File: src/rtl/i2s_pkg.sv
`default_nettype none
// ============================================================================
//  Module   : i2s_pkg
//  Brief    : Shared constants and buffer-state encoding for the I2S blocks
//  Revision : 1.0 - initial release
// ============================================================================
package i2s_pkg;

    // Default sample width; i2s_receive uses the same constant
    localparam int c_data_width = 24;
    // Default number of sck periods per channel slot
    localparam int c_slot_bits  = 32;

    // Input holding-buffer occupancy
    typedef enum logic [1:0] {
        BUF_EMPTY  = 2'd0,  // expecting a left beat
        BUF_HAVE_L = 2'd1,  // left held, expecting a right beat
        BUF_FULL   = 2'd2   // complete pair waiting for the next frame
    } buf_state_t;

endpackage
`default_nettype wire

File: src/rtl/i2s_clkgen.sv
`default_nettype none
// ============================================================================
//  Module   : i2s_clkgen
//  Brief    : sck divider, falling-event strobe and frame bit counter k
//  Revision : 1.0 - initial release
// ============================================================================
module i2s_clkgen
    import i2s_pkg::*;
#(
    parameter int SCK_DIV   = 4,
    parameter int SLOT_BITS = c_slot_bits
) (
    input  logic                            clk,
    input  logic                            rst,
    output logic                            sck,
    output logic                            fall,
    output logic                            frame_start,
    output logic [$clog2(2*SLOT_BITS)-1:0]  k_next
);

    localparam int c_div_w = (SCK_DIV > 1) ? $clog2(SCK_DIV) : 1;
    localparam int c_k_w   = $clog2(2*SLOT_BITS);
    localparam logic [c_div_w-1:0] c_div_last = c_div_w'(SCK_DIV - 1);
    localparam logic [c_k_w-1:0]   c_k_last   = c_k_w'(2*SLOT_BITS - 1);

    logic [c_div_w-1:0] r_div_cnt;
    logic               r_sck;
    logic [c_k_w-1:0]   r_k;
    logic               w_tick;

    // sck toggles in the cycle the divider reaches its last count
    assign w_tick      = (r_div_cnt == c_div_last);
    assign fall        = w_tick && r_sck;
    // k wraps to 0 on this falling event: the frame starts here
    assign frame_start = fall && (r_k == c_k_last);
    assign k_next      = (r_k == c_k_last) ? '0 : r_k + 1'b1;
    assign sck         = r_sck;

    // Divider, bit clock and frame counter; k resets to its last value so the
    // first falling event after reset is a frame start
    always_ff @(posedge clk) begin
        if (rst) begin
            r_div_cnt <= '0;
            r_sck     <= 1'b0;
            r_k       <= c_k_last;
        end else begin
            if (w_tick) begin
                r_div_cnt <= '0;
                r_sck     <= ~r_sck;
            end else begin
                r_div_cnt <= r_div_cnt + 1'b1;
            end
            if (fall) begin
                r_k <= k_next;
            end
        end
    end

endmodule
`default_nettype wire

File: src/rtl/i2s_transmit.sv
`default_nettype none
// ============================================================================
//  Module   : i2s_transmit
//  Brief    : I2S master transmitter fed by an AXI-Stream slave port
//             (TLAST=1 marks the right-channel beat)
//  Revision : 1.0 - initial release
// ============================================================================
module i2s_transmit
    import i2s_pkg::*;
#(
    parameter int DATA_WIDTH = c_data_width,
    parameter int SLOT_BITS  = c_slot_bits,
    parameter int SCK_DIV    = 4
) (
    input  logic                  S_AXIS_ACLK,
    input  logic                  S_AXIS_ARESET,
    input  logic [DATA_WIDTH-1:0] S_AXIS_TDATA,
    input  logic                  S_AXIS_TVALID,
    input  logic                  S_AXIS_TLAST,
    output logic                  S_AXIS_TREADY,
    output logic                  sck,
    output logic                  ws,
    output logic                  sd,
    output logic                  underrun,
    output logic                  misalign
);

    localparam int c_k_w = $clog2(2*SLOT_BITS);

    buf_state_t            r_state;
    buf_state_t            w_state_next;
    logic                  w_hs;
    logic                  w_load_l;
    logic                  w_load_r;
    logic                  w_bad_beat;
    logic                  w_fall;
    logic                  w_frame_start;
    logic                  w_take;
    logic [c_k_w-1:0]      w_k_next;
    logic [c_k_w-1:0]      w_j;
    logic                  w_ws_next;
    logic                  w_sd_next;
    logic [DATA_WIDTH-1:0] w_word;
    logic [DATA_WIDTH-1:0] r_hold_l;
    logic [DATA_WIDTH-1:0] r_hold_r;
    logic [DATA_WIDTH-1:0] r_word_l;
    logic [DATA_WIDTH-1:0] r_word_r;
    logic                  r_ws;
    logic                  r_sd;
    logic                  r_underrun;
    logic                  r_misalign;

    i2s_clkgen #(
        .SCK_DIV   (SCK_DIV),
        .SLOT_BITS (SLOT_BITS)
    ) u_clkgen (
        .clk         (S_AXIS_ACLK),
        .rst         (S_AXIS_ARESET),
        .sck         (sck),
        .fall        (w_fall),
        .frame_start (w_frame_start),
        .k_next      (w_k_next)
    );

    // Ready is held low during reset so no beat is taken before the buffer is clean
    assign S_AXIS_TREADY = (r_state != BUF_FULL) && !S_AXIS_ARESET;
    assign w_hs          = S_AXIS_TVALID && S_AXIS_TREADY;
    assign w_take        = w_frame_start && (r_state == BUF_FULL);

    // Buffer state register
    always_ff @(posedge S_AXIS_ACLK) begin
        if (S_AXIS_ARESET) begin
            r_state <= BUF_EMPTY;
        end else begin
            r_state <= w_state_next;
        end
    end

    // Buffer next state: wrong-channel beats are swallowed and flagged
    always_comb begin
        w_state_next = r_state;
        w_load_l     = 1'b0;
        w_load_r     = 1'b0;
        w_bad_beat   = 1'b0;
        case (r_state)
            BUF_EMPTY: begin
                if (w_hs) begin
                    if (!S_AXIS_TLAST) begin
                        w_load_l     = 1'b1;
                        w_state_next = BUF_HAVE_L;
                    end else begin
                        w_bad_beat = 1'b1;
                    end
                end
            end
            BUF_HAVE_L: begin
                // A right beat landing on the frame-start cycle completes the
                // pair, which then waits for the following frame
                if (w_hs) begin
                    if (S_AXIS_TLAST) begin
                        w_load_r     = 1'b1;
                        w_state_next = BUF_FULL;
                    end else begin
                        w_bad_beat = 1'b1;
                    end
                end
            end
            BUF_FULL: begin
                if (w_frame_start) begin
                    w_state_next = BUF_EMPTY;
                end
            end
            default: w_state_next = BUF_EMPTY;
        endcase
    end

    // Serialiser: slot position j of the upcoming bit selects the data bit,
    // MSB at j=1, zeros at j=0 and past the sample
    always_comb begin
        w_ws_next = (w_k_next >= c_k_w'(SLOT_BITS));
        w_j       = w_ws_next ? (w_k_next - c_k_w'(SLOT_BITS)) : w_k_next;
        w_word    = w_ws_next ? r_word_r : r_word_l;
        w_sd_next = 1'b0;
        for (int b = 0; b < DATA_WIDTH; b++) begin
            if (w_j == c_k_w'(DATA_WIDTH - b)) begin
                w_sd_next = w_word[b];
            end
        end
    end

    // Holding registers, frame words, status flags and ws/sd output registers
    always_ff @(posedge S_AXIS_ACLK) begin
        if (S_AXIS_ARESET) begin
            r_hold_l   <= '0;
            r_hold_r   <= '0;
            r_word_l   <= '0;
            r_word_r   <= '0;
            r_ws       <= 1'b1;
            r_sd       <= 1'b0;
            r_underrun <= 1'b0;
            r_misalign <= 1'b0;
        end else begin
            r_underrun <= w_frame_start && !w_take;
            if (w_load_l) begin
                r_hold_l <= S_AXIS_TDATA;
            end
            if (w_load_r) begin
                r_hold_r <= S_AXIS_TDATA;
            end
            if (w_bad_beat) begin
                r_misalign <= 1'b1;
            end
            if (w_frame_start) begin
                r_word_l <= w_take ? r_hold_l : '0;
                r_word_r <= w_take ? r_hold_r : '0;
            end
            if (w_fall) begin
                r_ws <= w_ws_next;
                r_sd <= w_sd_next;
            end
        end
    end

    assign ws       = r_ws;
    assign sd       = r_sd;
    assign underrun = r_underrun;
    assign misalign = r_misalign;

endmodule
`default_nettype wire

File: config.mk
export PLATFORM = sky130hd
export DESIGN_NAME = i2s_transmit
export DESIGN_NICKNAME = d
export VERILOG_FILES = /design/src/rtl/i2s_pkg.sv /design/src/rtl/i2s_clkgen.sv /design/src/rtl/i2s_transmit.sv
export SDC_FILE = /design/constraint.sdc
export NUM_CORES = 1
export LEC_CHECK = 0
export CAP_MARGIN = 20
export CORE_MARGIN = 2
export CORE_UTILIZATION = 30
export DETAILED_ROUTE_END_ITERATION = 8
export PLACE_DENSITY = 0.55
export SLEW_MARGIN = 20
export SYNTH_ARGS = -nofsm -noshare
export SYNTH_HDL_FRONTEND = slang
export SYNTH_SLANG_ARGS = --single-unit
File: constraint.sdc
create_clock -name S_AXIS_ACLK -period 6.1 [get_ports S_AXIS_ACLK]
set_clock_uncertainty 0.05 [all_clocks]
set_input_delay 1.22 -clock S_AXIS_ACLK [delete_from_list [all_inputs] [get_ports S_AXIS_ACLK]]
set_output_delay 1.22 -clock S_AXIS_ACLK [all_outputs]
set_load 0.05 [all_outputs]
==> results.py, run 1 <==
metrics = {
    "routing": {
        "drc_errors": 0,
        "vias_per_cell": 5.14,
        "routed-via-count": 4148,
        "wl_per_cell_um": 15.0,
        "firstDrtPassIters": 5,
        "antenna_left": 0,
        "initialDrtViolationCount": 244,
        "finalWirelength_mm": 12.1,
    },
    "synthesis": {
        "synth_compound_area_share_pct": 22.6,
        "synthMuxAreaShare_pct": 3.91,
        "synth.distinct_cells": 55,
        "synth_common_cells": "112 x nand2_1, 111 x dfxtp_1, 70 x nor2_1",
        "yosysMostFrequentCell": "nand2_1",
        "synth-seq-cells": 111,
        "synth_top_family_by_area": "compound AO/OA/AOI/OAI gates",
        "synth-simple-area-share_pct": 20.7,
        "synthFlopType": "dfxtp_1",
        "async_reset_ff_share_pct": 0,
        "synth_top_area_share_pct": 46.3,
        "yosys.area.top_type": "dfxtp_1",
        "synth_fa_ha_area_share_pct": 1.30,
        "synthTopCellsByArea": "dfxtp_1 46%, nand2_1 8.8%, a22oi_1 8.0%",
        "syn_area_per_cell_um2": 8.23,
        "synthXorXnorAreaFrac_pct": 0.912,
        "syn_inst": 583,
        "yosysSeqAreaShare_pct": 46.3,
        "yosys_warnings": 0,
        "synth-edff-count": 0,
        "synth_nets": 616,
        "netlist_area_um2": 4800,
    },
    "pwr": {
        "p_clk_share_pct": 42.1,
        "pwr-share-comb_pct": 5.8,
        "seq_power_share_pct": 52.1,
        "p_per_area_nw_per_um2": 256,
        "swShare_pct": 22.8,
        "p_total_mw": 1.43,
        "ir_drop_mv": 0.139,
        "leakagePower_nw": 1.84,
        "p_int_mw": 1.10,
        "p_switching_uw": 325,
    },
    "clock_network": {
        "cts_resized": 0,
        "cts_buffers": 9,
        "worstSkewPairLatency_ns": 0.35,
        "holdBufCountCts": 0,
        "path_clk_slew_ns": 0.07,
        "cts.htree.levels": 3,
        "postCtsSetupRepairBufs": 0,
        "clock_sinks": 111,
        "cts_tree": "built",
        "cts_root_buf": "clkbuf_16",
        "clockBufferDepth": 2,
    },
    "placement": {
        "dp_cells": 791,
        "port-buffer-count": 33,
        "dpl.hpwl_mm": 7.97,
        "placed_area_um2": 5260,
        "place_congestion": 0.909,
        "dp_slack_ns": 2.35,
    },
    "global_routing": {
        "grt_pass1_wl_mm": 19.8,
        "grt_pass1_vias": 3872,
        "gr-total-overflow": 0,
        "grt_max_degree": 62,
        "grt.total_usage_pct": 14.8,
        "grt_antenna_before_repair": 0,
    },
    "final_layout": {
        "drive_gt1_share_pct": 6.94,
        "fin_cells": 807,
        "syn2layout_area_growth_pct": 15.9,
        "diodes": 0,
        "fin_util_pct": 35.3,
        "num-nets-final": 619,
        "postLayoutCellArea_um2": 5560,
    },
    "timing": {
        "hold_violations": 0,
        "tightest_slew_ns": 1.05,
        "fin_ws_ns": 2.34,
        "rsz0062_at_grt": "false",
        "finalSetupTns_ns": 0,
        "hold_ws_ns": 0.387,
        "max_freq_mhz": 266,
        "slew_violations": 0,
        "period_share_pct": 61.6,
        "min_period_ns": 3.76,
        "relSlewSlack_pct": 30.1,
        "setup_viol": 0,
    },
    "critical_path": {
        "cp.required_ns": 4.83,
        "start_kind": "primary input",
        "end_kind": "primary output",
        "cp_max_fo": 50,
        "crit_type": "in2out",
        "crit_arrival_ns": 2.49,
    },
    "floorplan": {
        "fp.dieH_um": 130,
        "fp.dieW_um": 130,
        "dieArea_um2": 17000,
        "start_util_pct": 30.4,
        "boundaryPins": 34,
        "rows": 46,
        "core_um2": 15800,
    },
    "hold_path": {
        "min_path_type": "reg2reg",
    },
    "run_status": {
        "status": "finished clean",
    },
    "job": {
        "maxCapViolations": 0,
    },
}
-- worst max-delay path: stages --
cell             delay [ns]
buf_4                  0.41
nor2_1                 0.10
clkdlybuf4s50_1        0.72
-- cell families (layout without fill, tap and decap cells) --
group,after synthesis,after routing
fa+ha+maj,5,5
buf+inv,50,58
compound gates,165,165
flops,111,111
xor+xnor,5,5
simple gates,229,229
mux,18,18
-- state kept, by name (all words and copies together), names as in the netlist --
signal              cells
underrun                1
ws                      1
r_word_l               24
r_word_r               24
u_clkgen.r_div_cnt      2
misalign                1
sd                      1
r_hold_r               24
u_clkgen.r_k            6
r_hold_l               24
u_clkgen.sck            1
r_state                 2
-- layout by cell type (no fill, tap or decap), drive strengths merged, types with 5 or more instances in the layout --
| cell type | netlist | layout |
|---|---|---|
| nand2 | 113 | 113 |
| dfxtp | 111 | 111 |
| nor2 | 70 | 70 |
| a21oi | 61 | 61 |
| a22oi | 51 | 51 |
| clkdlybuf4s50 | 0 | 32 |
| mux2i | 12 | 12 |
| o21ai | 12 | 12 |
| nand3 | 12 | 12 |
| clkbuf | 37 | 10 |
| a31oi | 7 | 7 |
| mux2 | 6 | 6 |
| buf | 9 | 6 |
| nor3 | 6 | 6 |
| inv | 4 | 6 |
| o211ai | 5 | 5 |
| ha | 5 | 5 |
-- worst paths after layout --
kind / start / end / slack [ns] / cells past startpoint
max reg2reg: u_clkgen.r_k[0]$_SDFFE_PP1P_ / sd$_SDFFE_PP0P_ / 2.76 / 8
min reg2reg: u_clkgen.r_div_cnt[0]$_SDFF_PP0_ / u_clkgen.r_div_cnt[0]$_SDFF_PP0_ / 0.39 / 1
max: S_AXIS_ARESET / S_AXIS_TREADY / 2.34 / 3
min: u_clkgen.r_div_cnt[0]$_SDFF_PP0_ / u_clkgen.r_div_cnt[0]$_SDFF_PP0_ / 0.39 / 1
-- power by group through the flow --
stage	Clock, mW	Sequential, mW	Combinational [mW]
after floorplan	0	0.761	0.0438
after global placement	0	0.759	0.0802
after detailed placement	0	0.760	0.0823
after CTS	0.614	0.743	0.0824
after global routing	0.644	0.744	0.0899
final	0.601	0.743	0.0821
-- final cells by class --
class	instances	area (um^2)
Fill cell	1668	10200
Sequential cell	111	2220
Clock inverter	6	66.3
Inverter	4	15.0
Tap cell	216	270
Timing Repair Buffer	38	365
Multi-Input combinational cell	422	2380
Clock buffer	10	239
-- metal layers --
metal	vias up	share of wire [%]	track usage [%]
met3	19	4.1	2.77
li1	2068	-	-
met2	103	46	23.9
met4	0	1.8	5.19
met1	1958	48	19.8
met5	-	0	0
(Power assumes the default switching activity.)
==> run 2: changes to the inputs <==
Clock period 6.1 ns to 3.7 ns, I/O delays scaled along.
==> results.py, run 2 (same netlist as run 1, synthesis figures left out) <==
metrics = {
    "placement": {
        "dp_slack_ns": 0.498,
        "place_congestion": 0.947,
        "port-buffer-count": 33,
        "dpl.hpwl_mm": 8.41,
    },
    "floorplan": {
        "dieArea_um2": 17000,
        "boundaryPins": 34,
        "core_um2": 15800,
        "rows": 46,
        "start_util_pct": 30.4,
        "fp.dieW_um": 130,
        "fp.dieH_um": 130,
    },
    "pwr": {
        "p_per_area_nw_per_um2": 401,
        "ir_drop_mv": 0.222,
        "leakagePower_nw": 1.83,
    },
    "final_layout": {
        "multiInputGateArea_um2": 2380,
        "final_cell_mix": "112 x nand2_1, 111 x dfxtp_1, 70 x nor2_1, 61 x a21oi_1, 51 x a22oi_1",
        "num-nets-final": 624,
        "drive_gt1_share_pct": 6.90,
        "diodes": 0,
        "syn2layout_area_growth_pct": 15.6,
        "regArea_um2": 2220,
        "final_common_cell": "nand2_1",
        "fill_cells": 1658,
    },
    "global_routing": {
        "grt_pass1_vias": 3990,
        "grt_max_degree": 57,
        "grt.total_usage_pct": 14.8,
        "gr-total-overflow": 0,
        "grt_antenna_before_repair": 0,
        "grt_pass1_wl_mm": 19.9,
    },
    "routing": {
        "antenna_left": 0,
        "vias_per_cell": 5.08,
        "firstDrtPassIters": 4,
        "routed-via-count": 4118,
        "drc_errors": 0,
        "wl_per_cell_um": 15.1,
        "finalWirelength_mm": 12.3,
        "initialDrtViolationCount": 175,
    },
    "critical_path": {
        "r2r-end": "sd$_SDFFE_PP0P_",
        "cp.required_ns": 3.89,
        "end_kind": "flip-flop",
        "start_kind": "flip-flop",
        "cp_max_fo": 14,
        "r2r_slack_ns": 0.42,
        "crit_arrival_ns": 3.46,
        "rr_startpoint": "u_clkgen.r_k[0]$_SDFFE_PP1P_",
        "crit_type": "reg2reg",
        "worst-r2r-cell-count": 8,
    },
    "clock_network": {
        "cts_root_buf": "clkbuf_16",
        "postCtsSetupRepairBufs": 0,
        "clock_sinks": 111,
        "holdBufCountCts": 0,
        "cts_buffers": 9,
        "worstSkewPairLatency_ns": 0.34,
        "cts_resized": 0,
        "cts.htree.levels": 3,
        "cts_tree": "built",
        "path_clk_slew_ns": 0.07,
        "clockBufferDepth": 2,
    },
    "timing": {
        "finalSetupTns_ns": 0,
        "period_share_pct": 88.6,
        "tightest_slew_ns": 0.815,
        "relSlewSlack_pct": 45.2,
        "hold_violations": 0,
        "setup_viol": 0,
        "fin_ws_ns": 0.424,
        "slew_violations": 0,
        "min_period_ns": 3.28,
        "max_freq_mhz": 305,
        "rsz0062_at_grt": "false",
    },
    "hold_path": {
        "hold_end": "u_clkgen.r_div_cnt[0]$_SDFF_PP0_",
        "min_from": "u_clkgen.r_div_cnt[0]$_SDFF_PP0_",
        "min_path_type": "reg2reg",
        "holdPathStages": 1,
    },
    "run_status": {
        "status": "finished clean",
    },
    "job": {
        "maxCapViolations": 0,
    },
}
run 2: how the worst max path moves through the flow:
stage,from,to,slack [ns]
final,u_clkgen.r_k[0]$_SDFFE_PP1P_,sd$_SDFFE_PP0P_,0.42
after detailed placement,u_clkgen.r_k[0]$_SDFFE_PP1P_,sd$_SDFFE_PP0P_,0.50
after CTS,u_clkgen.r_k[0]$_SDFFE_PP1P_,sd$_SDFFE_PP0P_,0.47
after global routing,u_clkgen.r_k[0]$_SDFFE_PP1P_,sd$_SDFFE_PP0P_,0.18
after floorplan,S_AXIS_ARESET,S_AXIS_TREADY,0.90
after global placement,u_clkgen.r_k[0]$_SDFFE_PP1P_,sd$_SDFFE_PP0P_,0.58
run 2: final cells by class:
class                           count  share of cell area [%]
Tap cell                          216                    4.87
Clock inverter                      3                   0.383
Timing Repair Buffer               43                    7.26
Inverter                            4                   0.271
Multi-Input combinational cell    422                    43.0
Sequential cell                   111                    40.1
Clock buffer                       11                    4.19
run 2: report_power, final:
group | internal (mW) | switching (mW) | leakage [nW]
sequential | 1.21 | 0.0125 | 0.897
combinational | 0.0560 | 0.0799 | 0.811
clock | 0.451 | 0.411 | 0.122
total | 1.72 | 0.504 | 1.83
run 2: layer usage:
metal | share of wire [%] | GRT usage [%] | vias up
met5 | 0 | 0 | -
met4 | 2.1 | 5.88 | 0
met3 | 3.2 | 2.89 | 17
met2 | 47 | 23.8 | 83
met1 | 48 | 19.6 | 1955
li1 | - | - | 2063
run 2: worst max-delay path, stage by stage, from the launching register on:
cell	delay (ns)
dfxtp_1	0.54
ha_1	0.49
nand3_1	0.24
xnor2_1	0.57
nor2_1	0.22
or4_1	0.50
nand4_1	0.12
a211oi_1	0.07
a2111oi_2	0.35
run 2: metrics by stage:
| step | total power [mW] | utilization [%] | hold WS [ns] | std cells | instance area (um^2) |
|---|---|---|---|---|---|
| after CTS | 2.25 | 35.2 | 0.383 | 810 | 5550 |
| after floorplan | 1.33 | - | 0.354 | 583 | 4800 |
| after global placement | 1.39 | 33.6 | 0.363 | 796 | 5290 |
| after global routing | 2.31 | 35.2 | 0.397 | 810 | 5550 |
| after detailed placement | 1.39 | 33.6 | 0.373 | 796 | 5290 |
| final | 2.22 | 35.2 | 0.376 | 810 | 5550 |
==> run 3: changes to the inputs <==
Settings changed: CAP_MARGIN 20 to not set.
==> results of run 3 <==
Final layout, timing and power as in run 2 (identical DEF).
==> RTL change: new RTL, config.mk and constraints of run 2 <==
`c_data_width`: 24 -> 20.
--- a/src/rtl/i2s_pkg.sv
+++ b/src/rtl/i2s_pkg.sv
@@ -8,5 +8,5 @@
 
     // Default sample width; i2s_receive uses the same constant
-    localparam int c_data_width = 24;
+    localparam int c_data_width = 20;
     // Default number of sck periods per channel slot
     localparam int c_slot_bits  = 32;
Ports: changed (resized S_AXIS_TDATA); port bits go from 34 to 30. No check against the original RTL was run, so the function may have changed too.
==> RTL change against run 2 <==
- global-route usage rose by 0.41 points
- via count shrank 11%
- sequential cell count decreased by 16
- highest routed layer unchanged
- largest power group unchanged
- core utilization increased by 0.60 points
- worst setup slack better by 0.37 ns
- design area shrank 10%
- critical endpoint unchanged
- power decreased by 1.0%
- routed wire length shrank 9.1%
- synthesized area shrank 11%
==> RTL change: results <==
group,metric,value,unit
placement,place_area,0.00466,sq mm
setup_path,timing.reg2reg.setup_slack,0.79,ns
routing,first_pass_iters,5,
layout,drive_above_1_share,6.79,%
clocking,clk_pin_slew,0.07,ns
setup_path,arrival,3.09,ns
outcome,status,"finished, final reports clean",
grt,grt_pass1_wl,18.0,mm
pwr,irDropWorstVdd,239,uV
clocking,cts_resized,0,
sta,worst_pin_slew,0.835,ns
routing,wire_per_inst,15.7,microns
logic_synthesis,yosysSeqAreaShare,44.4,%
setup_path,slowest_delay,0.58,ns
grt,grt_max_degree,87,
pwr,p_leak,1.75,nW
sta,fin_worst_hold_slack,0.383,ns
placement,hpwl,7.62,mm
layout,nets,555,
routing,drt-initial-drc-count,270,
placement,io_buffer_count,29,
logic_synthesis,synth_fp_nets,553,
logic_synthesis,synth_cell_types,69,
placement,place.gp.congestion,0.826,
grt,grt_util_all_layers,15.2,%
logic_synthesis,synth_area_leaders,"dfxtp_1 44%, nand2_1 8.5%, a22oi_1 7.0%",
setup_path,critPathSlowestCell,"dfxtp_1",
logic_synthesis,ys_top_cells_by_count,"97 x nand2_1, 95 x dfxtp_1, 62 x nor2_1, 49 x a21oi_1, 40 x a22oi_1",
grt,grt_pass1_vias,3398,
RTL change: path summary, 6_finish.rpt:
path,end,cells past startpoint
worst max-delay path,sd$_SDFFE_PP0P_,9
worst min-delay path,u_clkgen.r_div_cnt[0]$_SDFF_PP0_,1
worst max register to register,sd$_SDFFE_PP0P_,9
worst min register to register,u_clkgen.r_div_cnt[0]$_SDFF_PP0_,1
RTL change: kinds of logic after synthesis:
group                    Yosys count  share of synthesized area, %
AO/OA/AOI/OAI                    152                          24.3
XOR/XNOR                           3                         0.613
adder cells (fa/ha/maj)            6                          1.75
buffers and inverters             50                          4.99
flip-flops                        95                          44.4
multiplexers                       8                          1.96
AND/OR/NAND/NOR                  209                          22.0
RTL change: metal layers:
layer	up-vias	part of all wire, %	routed length (microns)	global-route usage, %
met5	-	0	0	0
met4	0	1.4	158	4.90
met3	10	3.8	424	2.91
li1	1855	-	-	-
met2	54	44	4920	22.4
met1	1743	51	5640	22.2
RTL change: stage by stage:
stage | power [W] | setup WS, ns | instances | util (%)
final | 0.00220 | 0.793 | 710 | 35.8
after global routing | 0.00228 | 0.497 | 710 | 35.8
after CTS | 0.00222 | 0.815 | 710 | 35.8
after detailed placement | 0.00120 | 0.845 | 694 | 33.4
after global placement | 0.00120 | 0.916 | 694 | 33.4
after floorplan | 0.00115 | 0.942 | 523 | -
RTL change: power groups by stage:
stage                     clock network, W  registers [W]   logic, W
final                              0.00102        0.00105   0.000125
after global routing               0.00109        0.00105   0.000137
after CTS                          0.00104        0.00105   0.000126
after detailed placement                 0        0.00107   0.000126
after global placement                   0        0.00107   0.000124
after floorplan                          0        0.00108  0.0000710
RTL change: worst register-to-register path: cells and delay by family, from the launching register on:
kind | cells | cell delay (ns)
DFF | 1 | 0.58
muxes | 1 | 0.40
AOI/OAI and AO/OA | 6 | 0.94
adders and majority gates | 1 | 0.51
and+or+nand+nor | 1 | 0.33
RTL change: cell type report:
class                   instances  area [sq um]
clock buffers                   9           225
clock inverters                 7           104
fillers                      1438          8950
inverters                       6          22.5
multi-input cells             378          2180
flip-flops and latches         95          1900
well taps                     180           225
repair buffers                 35           330
